[src/rtl/dm_store_buffer.sv]
// dm_store_buffer: posted-write store buffer sitting in front of the data memory.
// CPU stores (sw/sh/sb) are queued in a circular FIFO. The FIFO drains one entry
// per cycle in which the DM port is free, as a full-word read-modify-write.
// Loads own the DM port and see buffered bytes merged over the DM read data.
//
// Ports:
//   Clk, Reset                    clock, synchronous active-high reset
//   st_valid/st_addr/st_data/
//   st_be/st_pc, st_ready         store push interface (accepted when count < DEPTH)
//   ld_req, ld_addr, ld_data      load request and forwarded load word
//   dm_addr, dm_wr, dm_wdata,
//   dm_pc, dm_rdata               single-port DM interface (combinational read)
//   sb_empty                      no stores pending

// One byte lane: forwarding scan (oldest to newest, newest wins) and drain merge.
module dm_sb_lane #(
  parameter int DEPTH = 4
) (
  input  logic [7:0]            rdata_byte,
  input  logic [DEPTH-1:0]      hit,        // age order, bit 0 = oldest (head)
  input  logic [DEPTH-1:0][7:0] byte_in,    // age order
  input  logic                  head_be,
  input  logic [7:0]            head_byte,
  output logic [7:0]            fwd_byte,
  output logic [7:0]            wr_byte
);
  always_comb begin
    fwd_byte = rdata_byte;
    for (int k = 0; k < DEPTH; k++)
      if (hit[k]) fwd_byte = byte_in[k];
  end

  assign wr_byte = head_be ? head_byte : rdata_byte;
endmodule

module dm_store_buffer #(
  parameter int DEPTH = 4,
  parameter int PTR_W = 2
) (
  input  logic        Clk,
  input  logic        Reset,
  input  logic        st_valid,
  input  logic [31:0] st_addr,
  input  logic [31:0] st_data,
  input  logic [3:0]  st_be,
  input  logic [31:0] st_pc,
  output logic        st_ready,
  input  logic        ld_req,
  input  logic [31:0] ld_addr,
  output logic [31:0] ld_data,
  output logic [31:0] dm_addr,
  output logic        dm_wr,
  output logic [31:0] dm_wdata,
  output logic [31:0] dm_pc,
  input  logic [31:0] dm_rdata,
  output logic        sb_empty
);
  localparam int NUM_LANES = 4;

  typedef struct packed {
    logic [29:0] addr;
    logic [31:0] data;
    logic [3:0]  be;
    logic [31:0] pc;
  } sb_entry_t;

  sb_entry_t        mem [DEPTH];
  logic [PTR_W-1:0] head, tail;
  logic [PTR_W:0]   count;

  logic push, drain;
  sb_entry_t head_ent;

  // Byte-offset bits are meaningless at word granularity.
  logic unused_lsb;
  assign unused_lsb = ^{st_addr[1:0], ld_addr[1:0]};

  assign st_ready = count < (PTR_W+1)'(DEPTH);
  assign sb_empty = count == '0;
  assign push     = st_valid && st_ready;
  // Reset gates the drain so a reset cycle never emits a stray DM write.
  assign drain    = !Reset && !ld_req && (count != '0);
  assign head_ent = mem[head];

  always_ff @(posedge Clk) begin
    if (Reset) begin
      head  <= '0;
      tail  <= '0;
      count <= '0;
      for (int i = 0; i < DEPTH; i++) mem[i].be <= '0;
    end else begin
      if (push) begin
        mem[tail] <= '{addr: st_addr[31:2], data: st_data, be: st_be, pc: st_pc};
        tail      <= tail + 1'b1;
      end
      if (drain) head <= head + 1'b1;
      case ({push, drain})
        2'b10:   count <= count + 1'b1;
        2'b01:   count <= count - 1'b1;
        default: ;
      endcase
    end
  end

  // Entries rearranged in age order (index 0 = head) for the forwarding scan.
  sb_entry_t                            age_ent [DEPTH];
  logic [DEPTH-1:0]                     age_vld;
  logic [NUM_LANES-1:0][DEPTH-1:0]      lane_hit;
  logic [NUM_LANES-1:0][DEPTH-1:0][7:0] lane_byte;
  logic [NUM_LANES-1:0][7:0]            fwd_w, wr_w;

  for (genvar k = 0; k < DEPTH; k++) begin : g_age
    logic [PTR_W-1:0] slot;
    assign slot       = head + PTR_W'(k);
    assign age_ent[k] = mem[slot];
    assign age_vld[k] = (PTR_W+1)'(k) < count;
    for (genvar l = 0; l < NUM_LANES; l++) begin : g_ln
      assign lane_hit[l][k]  = age_vld[k] && (age_ent[k].addr == ld_addr[31:2]) && age_ent[k].be[l];
      assign lane_byte[l][k] = age_ent[k].data[8*l +: 8];
    end
  end

  for (genvar l = 0; l < NUM_LANES; l++) begin : g_lane
    dm_sb_lane #(.DEPTH(DEPTH)) u_lane (
      .rdata_byte (dm_rdata[8*l +: 8]),
      .hit        (lane_hit[l]),
      .byte_in    (lane_byte[l]),
      .head_be    (head_ent.be[l]),
      .head_byte  (head_ent.data[8*l +: 8]),
      .fwd_byte   (fwd_w[l]),
      .wr_byte    (wr_w[l])
    );
  end

  assign ld_data = fwd_w;

  // DM port: load has priority, otherwise drain head, otherwise idle.
  always_comb begin
    dm_addr  = '0;
    dm_wr    = 1'b0;
    dm_wdata = '0;
    dm_pc    = '0;
    if (!Reset) begin
      if (ld_req) begin
        dm_addr = {ld_addr[31:2], 2'b00};
      end else if (drain) begin
        dm_addr  = {head_ent.addr, 2'b00};
        dm_wr    = 1'b1;
        dm_wdata = wr_w;
        dm_pc    = head_ent.pc;
      end
    end
  end
endmodule

[config.mk]
export PLATFORM = sky130hd
export DESIGN_NAME = dm_store_buffer
export DESIGN_NICKNAME = d
export VERILOG_FILES = /design/src/rtl/dm_store_buffer.sv
export SDC_FILE = /design/constraint.sdc
export NUM_CORES = 1
export LEC_CHECK = 0
export CAP_MARGIN = 20
export CELL_PAD_IN_SITES_DETAIL_PLACEMENT = 1
export CELL_PAD_IN_SITES_GLOBAL_PLACEMENT = 1
export CORE_MARGIN = 1.5
export CORE_UTILIZATION = 41
export DETAILED_ROUTE_END_ITERATION = 10
export PLACE_DENSITY = 0.81
export SYNTH_ARGS = -nofsm -noshare
export SYNTH_HDL_FRONTEND = slang
export SYNTH_HIERARCHICAL = 1
export SYNTH_SLANG_ARGS = --single-unit
export TNS_END_PERCENT = 5
[constraint.sdc]
create_clock -name Clk -period 11.36 [get_ports Clk]
set_clock_uncertainty 0.2 [all_clocks]
set_input_delay 1.136 -clock Clk [delete_from_list [all_inputs] [get_ports Clk]]
set_output_delay 1.136 -clock Clk [all_outputs]
set_load 0.01 [all_outputs]
==> run summary <==
## Run status
* outcome: complete, no violations

## Yosys
* EDFF count, synth: 392
* proportion of synthesized chip area in sequential cells: 48.2%
* number of instances in the synthesized netlist: 1,673
* most numerous cell in the Yosys netlist: edfxtp_1
* number of distinct library cells after synthesis: 65
* biggest area contributors in the synthesized netlist: edfxtp_1 47%, mux4_2 21%, mux2i_1 4.4%, and2_1 4.4%, mux2_2 2.8%
* Synth top area share: 47.4%
* top cell types by occurrence after synthesis: 392 x edfxtp_1, 234 x mux4_2, 174 x and2_1
* dominant register cell in the synthesized netlist: edfxtp_1
* Yosys reg bits: 401
* post-synth top area cell: edfxtp_1
* share of synthesized flip-flops with an asynchronous set or reset: 0%
* post-synthesis cell area: 0.0248 mm^2
* mean instance size in the synthesized netlist: 14.8 um^2
* number of warnings reported in the yosys synthesis log: 6

## Power and ir drop
* total leakage power: 9.28 nW
* Peak VDD IR: 0.145 mV
* power density normalized to cell area: 157 mW/mm^2

## Timing
* final number of hold-violating endpoints: 0
* max frequency: 0.125 GHz
* final cycle utilization of the critical path: 70.2%
* Final setup violation count: 0
* number of max-slew violations in the final report: 0
* RSZ-0062 raised after global routing: no
* remaining max-slew budget at the tightest pin: 31.9%
* setup TNS: 0 ps
* worst slew pin tran: 996 ps
* tightest hold margin: 408 ps
* clock period minus final worst setup slack: 7980 ps

## Global route
* number of global-route vias before repair: 17,300
* antenna violations before repair: 13
* GRT Util Overall: 23.9%
* global-route wire length before repair: 111,000 um
* total gr overflow: 0
* maximum number of pins on one net before global-route repair: 69

## Routing
* total vias in the final route: 16,500
* DRT antenna net count: 0
* starting DRC count in detailed routing: 1,278
* via count normalized by instance count: 6.11
* number of iterations in the first detailed-routing pass: 5
* routed length per instance: 27.6 um
* Total Wirelength: 74,700 um
* Remaining DRCs: 0

## Clock network
* Clk pin slew, worst setup/hold paths: 60 ps
* Hold Buf Count CTS: 0
* Clock Tree Buf Depth: 3
* clock net sink count: 401
* Root Buffer Master: clkbuf_16
* post-cts gate resize count: 0
* H-tree lvl count: 2
* cts bufs inserted: 44
* insertion delay to the later sink of the worst-skew pair: 600 ps
* TritonCTS clock tree: built
* total setup buffers inserted after CTS: 0

## Worst setup path
* critical path data arrival time: 6640 ps
* worst path buffer plus inverter count: 2
* largest fanout of any net on the critical path: 44
* startpoint class of the critical path: flip-flop
* Largest stage delay, worst path: 900 ps
* Worst path top cell family by delay: simple AND/OR/NAND/NOR gates
* class of the most critical setup path: flip-flop to output port
* required time of the worst setup path: 10,020 ps
* category of the worst setup path capture point: output port
* CP cell instances: buf_4 -> mux2i_1 -> or3_1 -> o311ai_0 -> a2111oi_0 -> nand4_1 -> nor2_1 -> mux2_2 -> o22ai_2 -> a21oi_1 -> clkdlybuf4s50_1
* worst-path cell with the longest stage delay: a2111oi_0

## Die
* placeable core region: 0.0601 mm^2
* width of the die: 249 um
* initial standard-cell utilization of the core: 41.3%
* I/O pin cnt: 299
* total die area: 0.0620 mm^2
* standard-cell rows: 90
* Die Ht: 249 um

## Place
* Placed Area: 0.0282 mm^2
* Buffers on Ports: 292
* HPWL reported at the end of detailed placement: 50,500 um
* gp weighted congestion: 0.919

## Layout
* Syn-to-layout area delta: 20.0%
* cell area after layout: 0.0298 mm^2
* fraction of final layout cells sized beyond drive strength 1: 23.1%
* net count of the finished layout: 2,062

## Worst hold path
* Tightest Hold Check Type: flip-flop to flip-flop

## Run
* max-cap violation count: 0

[path summary, 6_finish.rpt]
| path | startpoint | endpoint | slack [ps] | cells past startpoint |
|---|---|---|---|---|
| max | flip-flop | ld_data[15] | 3380 | 11 |
| min | count[2]$_SDFFE_PP0P_ | count[2]$_SDFFE_PP0P_ | 410 | 2 |
| max reg2reg | count[2]$_SDFFE_PP0P_ | mem[3][36]$_DFFE_PP_ | 7400 | 5 |
| min reg2reg | count[2]$_SDFFE_PP0P_ | count[2]$_SDFFE_PP0P_ | 410 | 2 |
[cells by family after synthesis]
kind of cell             share of synthesized area, %
AO/OA/AOI/OAI                                    6.30
XOR/XNOR                                         3.53
adder cells (fa/ha/maj)                         0.252
buffers and inverters                            3.56
flip-flops                                       48.2
multiplexers                                     29.6
other                                          0.0151
AND/OR/NAND/NOR                                  8.56
[tightest hold or removal path: cells and delay by family, from the launching register on]
| family | cells | cell delay, ps |
|---|---|---|
| AOI/OAI and AO/OA | 2 | 170 |
| DFF | 1 | 390 |
[placed cells by master, fill, tap and decap left out, types with 6 or more instances in the layout]
cell type / Yosys / final
edfxtp_1: 392 / 392
clkdlybuf4s50_1: 0 / 291
mux4_2: 234 / 234
and2_1: 174 / 174
mux2i_1: 109 / 109
mux2_2: 62 / 62
xnor2_1: 62 / 62
nor2_1: 57 / 53
a21oi_1: 50 / 50
clkbuf_16: 0 / 44
xor2_1: 38 / 38
a22oi_1: 32 / 32
o22ai_2: 32 / 32
nand2b_1: 31 / 31
nand2_1: 28 / 28
buf_4: 7 / 28
inv_1: 19 / 19
nand4_1: 17 / 17
o21ai_0: 14 / 14
mux2_1: 12 / 12
nor3b_1: 10 / 10
clkinv_1: 0 / 10
a221oi_1: 9 / 9
o22ai_1: 9 / 9
bufinv_16: 0 / 9
clkbuf_1: 65 / 8
nor4_1: 8 / 7
o211ai_1: 7 / 7
or3_1: 7 / 7
o221ai_1: 6 / 6
[state kept, by name (all words and copies together) (netlist names), named ones only]
signal / flops
head: 2
mem: 392
count: 3
tail: 2
[per-layer routing]
layer	GRT usage (%)	up-vias	share of wire, %
met2	41.1	601	50
met1	30.3	8676	40
met5	0	-	0.11
met4	7.65	14	2.9
li1	-	7130	-
met3	4.88	126	6.7
[report_power, final]
| group | total [mW] | switching (mW) | internal [mW] | leakage (nW) |
|---|---|---|---|---|
| combinational | 1.36 | 0.665 | 0.695 | 4.80 |
| sequential | 1.80 | 0.0998 | 1.70 | 3.75 |
| clock | 1.52 | 0.596 | 0.921 | 0.741 |
[area by class of cell]
class | instances | area (um^2)
antenna | 3 | 7.51
clock inverter | 26 | 398
tap | 782 | 978
timing repair buffer | 322 | 3170
clock buffer | 52 | 1130
sequential | 401 | 12000
inverter | 23 | 86.3
multi-input combinational | 1097 | 12000
fill | 5884 | 30400
[metrics by stage]
stage | std cells | power [mW] | utilization, % | setup slack [ps]
after floorplan | 1674 | 2.77 | - | 3460
after global placement | 2623 | 3.14 | 46.9 | 4150
after detailed placement | 2624 | 3.18 | 46.9 | 3980
after CTS | 2702 | 4.70 | 49.5 | 3290
after global routing | 2705 | 4.84 | 49.5 | 2960
final | 2706 | 4.67 | 49.5 | 3380
(Power assumes the default switching activity.)
